**config.mk**
```make
export PLATFORM = sky130hd
export DESIGN_NAME = stopwatch_bcd_counter
export DESIGN_NICKNAME = d
export VERILOG_FILES = /design/src/rtl/stopwatch_pkg.sv /design/src/rtl/bcd_digit_counter.sv /design/src/rtl/stopwatch_bcd_counter.sv
export SDC_FILE = /design/constraint.sdc
export NUM_CORES = 1
export LEC_CHECK = 0
export BUFFER_PORTS_ARGS = -buffer_cell sky130_fd_sc_hd__buf_2
export CAP_MARGIN = 0
export CELL_PAD_IN_SITES_DETAIL_PLACEMENT = 0
export CELL_PAD_IN_SITES_GLOBAL_PLACEMENT = 1
export CORE_MARGIN = 1.5
export CORE_UTILIZATION = 42
export CTS_CLUSTER_DIAMETER = 40
export DETAILED_ROUTE_END_ITERATION = 8
export MAX_ROUTING_LAYER = met4
export PLACE_DENSITY_LB_ADDON = 0.05
export SLEW_MARGIN = 30
export SYNTH_ARGS = -nofsm -noshare
export SYNTH_HDL_FRONTEND = slang
export SYNTH_HIERARCHICAL = 1
export SYNTH_SLANG_ARGS = --single-unit
export TNS_END_PERCENT = 50
```
**constraint.sdc**
```tcl
create_clock -name clk -period 2.5 [get_ports clk]
set_input_delay 0.25 -clock clk [delete_from_list [all_inputs] [get_ports clk]]
set_output_delay 0.25 -clock clk [all_outputs]
set_load 0.005 [all_outputs]
```
**src/rtl/stopwatch_pkg.sv**
```systemverilog
// Shared types and constants for the stopwatch display path.
//   state_e          : run/stop state of the stopwatch
//   bcd_t            : one 4-bit BCD digit code
//   DIG_MAX_UNITS    : top value of a 0-9 digit
//   DIG_MAX_TENS_SEC : top value of the seconds-tens digit (0-5)
package stopwatch_pkg;

   typedef enum logic [1:0] {
      StIdle  = 2'd0,  // stopped at 00.00
      StRun   = 2'd1,
      StPause = 2'd2   // stopped, count preserved
   } state_e;

   typedef logic [3:0] bcd_t;

   localparam int unsigned DIG_MAX_UNITS    = 9;
   localparam int unsigned DIG_MAX_TENS_SEC = 5;

endpackage

```
**src/rtl/bcd_digit_counter.sv**
```systemverilog
// Single BCD digit counting 0..MAX, chainable through carry.
// Ports:
//   clk   : clock, rising edge
//   rst_n : asynchronous active-low reset, digit -> 0
//   clr   : synchronous clear, dominates inc
//   inc   : advance the digit by one this cycle
//   value : current digit (registered)
//   carry : inc while the digit sits at MAX (digit wraps to 0)
module bcd_digit_counter
   import stopwatch_pkg::*;
#(
   parameter int unsigned MAX = DIG_MAX_UNITS
) (
   input  logic clk,
   input  logic rst_n,
   input  logic clr,
   input  logic inc,
   output bcd_t value,
   output logic carry
);

   bcd_t r_value;

   always_ff @(posedge clk or negedge rst_n) begin
      if (!rst_n) begin
         r_value <= '0;
      end else if (clr) begin
         r_value <= '0;
      end else if (inc) begin
         // >= keeps the digit inside its range even from an illegal code
         if (r_value >= bcd_t'(MAX)) begin
            r_value <= '0;
         end else begin
            r_value <= r_value + bcd_t'(1);
         end
      end
   end

   assign value = r_value;
   assign carry = inc && (r_value == bcd_t'(MAX));

endmodule

```
**src/rtl/stopwatch_bcd_counter.sv**
```systemverilog
// Stopwatch timebase and 4-digit BCD counter, 00.00 .. 59.99 s in hundredths.
// Optional feature macro: LAP_HOLD_EN (lap-hold display freeze on btn_lap).
// Parameters:
//   CLK_HZ  : input clock frequency
//   TICK_HZ : count rate; CLK_HZ/TICK_HZ must be an integer >= 2
// Ports:
//   clk            : clock, rising edge
//   rst_n          : asynchronous active-low reset
//   btn_start_stop : debounced level, rising edge toggles run/stop
//   btn_clear      : debounced level, rising edge zeroes the count and stops
//   btn_lap        : debounced level, lap hold (only with LAP_HOLD_EN)
//   digit3..digit0 : seconds tens, seconds units, tenths, hundredths
//   running        : high while running
//   wrap           : one-cycle pulse on the 59.99 -> 00.00 rollover
module stopwatch_bcd_counter
   import stopwatch_pkg::*;
#(
   parameter int unsigned CLK_HZ  = 50_000_000,
   parameter int unsigned TICK_HZ = 100
) (
   input  logic clk,
   input  logic rst_n,
   input  logic btn_start_stop,
   input  logic btn_clear,
   input  logic btn_lap,
   output bcd_t digit3,
   output bcd_t digit2,
   output bcd_t digit1,
   output bcd_t digit0,
   output logic running,
   output logic wrap
);

   localparam int unsigned DIV     = CLK_HZ / TICK_HZ;
   localparam int unsigned PRESC_W = $clog2(DIV);

   // ---------------------------------------------------------------
   // Button synchronisers and rising-edge detection
   // ---------------------------------------------------------------
`ifdef LAP_HOLD_EN
   localparam int unsigned NBTN = 3;
   logic [NBTN-1:0] w_btn_raw;
   assign w_btn_raw = {btn_lap, btn_clear, btn_start_stop};
`else
   localparam int unsigned NBTN = 2;
   logic [NBTN-1:0] w_btn_raw;
   logic            w_unused_lap;
   assign w_btn_raw    = {btn_clear, btn_start_stop};
   assign w_unused_lap = btn_lap;
`endif

   logic [NBTN-1:0] r_sync1;
   logic [NBTN-1:0] r_sync2;
   logic [NBTN-1:0] r_prev;
   logic [NBTN-1:0] w_press;
   logic            w_ss_press;
   logic            w_clr_press;

   always_ff @(posedge clk or negedge rst_n) begin
      if (!rst_n) begin
         r_sync1 <= '0;
         r_sync2 <= '0;
         r_prev  <= '0;
      end else begin
         r_sync1 <= w_btn_raw;
         r_sync2 <= r_sync1;
         r_prev  <= r_sync2;
      end
   end

   // Press is visible after the 2nd high edge and acts on the 3rd
   assign w_press     = r_sync2 & ~r_prev;
   assign w_ss_press  = w_press[0];
   assign w_clr_press = w_press[1];

   // ---------------------------------------------------------------
   // FSM, prescaler and registered status outputs
   // ---------------------------------------------------------------
   state_e             r_state;
   logic [PRESC_W-1:0] r_presc;
   logic               r_running;
   logic               r_wrap;
   logic               w_tick;
   logic [3:0]         w_carry;

   assign w_tick = (r_state == StRun) && (r_presc == PRESC_W'(DIV - 1));

   always_ff @(posedge clk or negedge rst_n) begin
      if (!rst_n) begin
         r_state   <= StIdle;
         r_presc   <= '0;
         r_running <= 1'b0;
         r_wrap    <= 1'b0;
      end else begin
         // Clear dominates both start/stop and a coincident rollover
         r_wrap <= w_carry[3] && !w_clr_press;
         if (w_clr_press) begin
            r_state   <= StIdle;
            r_presc   <= '0;
            r_running <= 1'b0;
         end else begin
            // Prescaler holds outside RUN so a resume finishes the interval
            if (r_state == StRun) begin
               r_presc <= w_tick ? '0 : r_presc + PRESC_W'(1);
            end
            case (r_state)
               StIdle: begin
                  if (w_ss_press) begin
                     r_state   <= StRun;
                     r_running <= 1'b1;
                  end
               end
               StRun: begin
                  if (w_ss_press) begin
                     r_state   <= StPause;
                     r_running <= 1'b0;
                  end
               end
               StPause: begin
                  if (w_ss_press) begin
                     r_state   <= StRun;
                     r_running <= 1'b1;
                  end
               end
               default: begin
                  r_state   <= StIdle;
                  r_running <= 1'b0;
               end
            endcase
         end
      end
   end

   assign running = r_running;
   assign wrap    = r_wrap;

   // ---------------------------------------------------------------
   // BCD digit chain: hundredths -> tenths -> seconds -> tens of seconds
   // ---------------------------------------------------------------
   bcd_t w_live0;
   bcd_t w_live1;
   bcd_t w_live2;
   bcd_t w_live3;

   bcd_digit_counter #(
      .MAX (DIG_MAX_UNITS)
   ) u_dig0 (
      .clk   (clk),
      .rst_n (rst_n),
      .clr   (w_clr_press),
      .inc   (w_tick),
      .value (w_live0),
      .carry (w_carry[0])
   );

   bcd_digit_counter #(
      .MAX (DIG_MAX_UNITS)
   ) u_dig1 (
      .clk   (clk),
      .rst_n (rst_n),
      .clr   (w_clr_press),
      .inc   (w_carry[0]),
      .value (w_live1),
      .carry (w_carry[1])
   );

   bcd_digit_counter #(
      .MAX (DIG_MAX_UNITS)
   ) u_dig2 (
      .clk   (clk),
      .rst_n (rst_n),
      .clr   (w_clr_press),
      .inc   (w_carry[1]),
      .value (w_live2),
      .carry (w_carry[2])
   );

   bcd_digit_counter #(
      .MAX (DIG_MAX_TENS_SEC)
   ) u_dig3 (
      .clk   (clk),
      .rst_n (rst_n),
      .clr   (w_clr_press),
      .inc   (w_carry[2]),
      .value (w_live3),
      .carry (w_carry[3])
   );

   // ---------------------------------------------------------------
   // Display path
   // ---------------------------------------------------------------
`ifdef LAP_HOLD_EN
   logic w_lap_press;
   logic r_frozen;
   bcd_t r_hold0;
   bcd_t r_hold1;
   bcd_t r_hold2;
   bcd_t r_hold3;

   assign w_lap_press = w_press[2];

   always_ff @(posedge clk or negedge rst_n) begin
      if (!rst_n) begin
         r_frozen <= 1'b0;
         r_hold0  <= '0;
         r_hold1  <= '0;
         r_hold2  <= '0;
         r_hold3  <= '0;
      end else if (w_clr_press || w_ss_press) begin
         // Any press that leaves RUN (or clears) drops the freeze
         r_frozen <= 1'b0;
      end else if (w_lap_press) begin
         if (r_frozen) begin
            r_frozen <= 1'b0;
         end else if (r_state == StRun) begin
            r_frozen <= 1'b1;
            r_hold0  <= w_live0;
            r_hold1  <= w_live1;
            r_hold2  <= w_live2;
            r_hold3  <= w_live3;
         end
      end
   end

   assign digit0 = r_frozen ? r_hold0 : w_live0;
   assign digit1 = r_frozen ? r_hold1 : w_live1;
   assign digit2 = r_frozen ? r_hold2 : w_live2;
   assign digit3 = r_frozen ? r_hold3 : w_live3;
`else
   assign digit0 = w_live0;
   assign digit1 = w_live1;
   assign digit2 = w_live2;
   assign digit3 = w_live3;
`endif

endmodule

```
==> impl_metrics.csv <==
group,metric,value,unit
logic_synthesis,synth_edf_count,0,
floorplanning,core_area,5570,um^2
flow_run,drv_cap,0,
logic_synthesis,synth_cell_type_count,55,
logic_synthesis,avgSynthCellArea,10.1,um^2
power_and_ir_drop,powerDensity,471,nW/um^2
timing,fmax,403,MHz
clock_network,cts_tree,"done",
timing,finalMaxSlewViolations,0,
floorplanning,start_util,44.2,%
power_and_ir_drop,ir_drop,261,uV
global_routing,first_global_vias,1874,
clock_network,cts_made_buffers,5,
placed_design,hpwlAfterDp,3710,um
critical_path,required,2.72,ns
finish,antenna_cells,0,
placed_design,place.gp.congestion,0.809,
finish,final_util,52.6,%
clock_network,path_clk_slew,0.09,ns
logic_synthesis,synth_nets,262,
floorplanning,die_x,79.6,um
timing,fin_worst_skew,0.00950,ns
logic_synthesis,syn_inst,244,
global_routing,use_met3,3.09,%
critical_path,crit_path_end_kind,"flip-flop",
drt,routed_wl,5250,um
global_routing,grtUsageMet2,28.6,%
global_routing,grt_max_degree,23,
drt,vias,1964,
global_routing,busiest_layer,"met2",
clock_network,clk_latency,0.30,ns
timing,finalSetupTns,0,ns
timing,hold_viol,0,
placed_design,dp_worst_setup_slack,-0.0271,ns
finish,layout-drive-gt1-share,29.2,%
global_routing,met1_usage,25.8,%
drt,ant_nets,0,
drt,drt_iter0_markers,158,
timing,setup_violations,0,
clock_network,root_buffer,"clkbuf_8",
logic_synthesis,synth_area,2460,um^2
logic_synthesis,synth-seq-cells,45,
logic_synthesis,synth-seq-area-share,45.7,%
finish,final_nets,312,
finish,final_cell_area,2930,um^2
placed_design,port_buffers,21,
logic_synthesis,ys_async_sr_fraction,100,%
critical_path,worst_ep_arrival_time,2.70,ns
timing,rsz0062_at_grt,"yes",
global_routing,grt_use_total,18.8,%
floorplanning,fp.dieH,79.6,um
clock_network,cts_sinks,45,
power_and_ir_drop,p_leak,1.39,nW
drt,drcViolationCount,0,
global_routing,overflow,0,
finish,syn_to_final_growth,18.9,%
power_and_ir_drop,p_sw,0.375,mW
logic_synthesis,yosys.area.top_type,"dfrtp_1",
placed_design,placed_cell_area,2820,um^2
timing,finalCritPeriodShare,99.2,%
drt,via_per_inst,5.35,
timing,tightestPinTransition,0.545,ns
drt,post_drt_wl_per_cell,14.3,um
logic_synthesis,synth.area.top_cells,"dfrtp_1, ha_1, nand3_1",
timing,setup_ws,0.0194,ns
drt,detail_route.first_pass.iterations,4,
timing,maxSlewHeadroom,63.7,%
floorplanning,rows,27,
logic_synthesis,synthFlopType,"dfrtp_1",
floorplanning,num_io_pins,23,
power_and_ir_drop,comb_power_share,10.7,%
timing,min_period,2.48,ns
floorplanning,dieArea,6340,um^2
clock_network,h-tree-depth,2,
critical_path,crit_fanout,5,
global_routing,antenna_found_initial,0,
critical_path,worstSetupPathType,"reg -> reg",
power_and_ir_drop,p_int,1.01,mW
worst_hold_path,hp-class,"in -> reg",
clock_network,ctsLongestPathBuffers,2,
logic_synthesis,yosys_warnings,6,
status,status,"complete, no violations",
logic_synthesis,synth_top_area_share,45.7,%
global_routing,grt_first_pass_wirelength,8960,um
critical_path,cp-start-kind,"flip-flop",
power_and_ir_drop,seqPwrFrac,55.6,%
power_and_ir_drop,clkPwrFrac,33.7,%
power_and_ir_drop,switching_share,27.2,%
## cells in the final DEF, fill, tap and decap left out, drive strengths merged, types with 2 or more instances in the layout
cell type  count
mux2           3
dfrtp         45
clkbuf         5
nor3           3
nand3         19
ha            13
and2           2
or2b           4
or3b           3
inv           18
a22o           4
nor2          18
a21oi         15
o211ai         3
and3           2
nand2         23
clkinv         2
nor4b          2
and4           6
o21ai         13
buf           45
nand2b         2
a32o           3
nand4          5
nor2b          3
or4            2
a41oi          3
or3            9
a311oi         3
a31oi          2
## cell type report
type | count | area (um^2)
fillers | 520 | 2640
well taps | 72 | 90.1
inverters | 18 | 67.6
clock buffers | 5 | 68.8
repair buffers | 46 | 295
flip-flops and latches | 45 | 1130
multi-input cells | 178 | 1260
clock inverters | 3 | 21.3
## synthesized netlist by cell type, drive strengths merged (4+ instances only)
library cell   n
dfrtp         45
nand2         23
nand3         19
nor2          18
inv           17
a21oi         15
ha            13
o21ai         13
or3            9
and4           6
nand4          5
a22o           4
or2b           4
## sequential cells by signal, summed over array words and instances, names as in the netlist
signal        flops
u_dig2/value      4
wrap              1
u_dig0/value      4
running           1
r_state           2
r_presc          19
u_dig3/value      4
r_prev            2
r_sync2           2
r_sync1           2
u_dig1/value      4
## per-stage QoR
| step | total power [mW] | hold slack [ns] | instances |
|---|---|---|---|
| detailed placement | 0.931 | 0.262 | 357 |
| finish | 1.38 | 0.0417 | 367 |
| global placement | 0.933 | 0.269 | 357 |
| global route | 1.46 | 0.0303 | 367 |
| CTS | 1.41 | 0.0355 | 366 |
| floorplan | 0.863 | -0.0456 | 244 |
## logic make-up after synthesis
logic type      after synthesis  share of synthesized area, %
xor+xnor                      2                         0.711
flops                        45                          45.7
mux                           3                          1.37
buf+inv                      21                          3.81
fa+ha+maj                    13                          6.60
simple gates                108                          26.4
compound gates               52                          15.4
## routing by layer
layer	vias to the layer above	wire [um]	part of all wire [%]
met5	-	0	0
met4	0	70	1.3
met3	6	109	2.1
met2	32	2370	45
met1	935	2690	51
li1	991	-	-
## power groups by stage
stage,combinational (mW),sequential [mW],clock (mW)
4_1_cts,0.151,0.768,0.488
3_3_place_gp,0.151,0.782,0
5_1_grt,0.170,0.772,0.518
3_5_place_dp,0.149,0.782,0
6_report,0.148,0.768,0.465
2_1_floorplan,0.0818,0.782,0
## timing repair
action	in CTS	in global routing
setup buffers	0	1
hold buffers	1	0
gates resized for setup	0	1
pin swaps	2	2
endpoints found under the hold margin	20	0
setup endpoints to repair	5	6
## worst max-delay path, cell delays in order (launching register included)
cell	delay, ns
dfrtp_1	0.38
or4b_4	0.55
nor3_4	0.13
and4_4	0.25
and4_4	0.21
and4_4	0.22
and4_4	0.21
nor2b_4	0.18
nand4_1	0.12
a21oi_1	0.14
## path summary, 6_finish.rpt
kind / cells past startpoint / end / start / slack (ns)
worst max-delay path: 9 / u_dig3/value[3] / r_presc[10] / 0.02
worst min-delay path: 1 / r_sync1[0] / btn_start_stop / 0.04
worst max register to register: 9 / u_dig3/value[3] / r_presc[10] / 0.02
worst min register to register: 0 / r_sync2[1] / r_sync1[1] / 0.35
max in group asynchronous: 3 / r_presc[6] / rst_n / 1.45
min in group asynchronous: 2 / r_presc[17] / rst_n / 0.46
(Power assumes the default switching activity.)
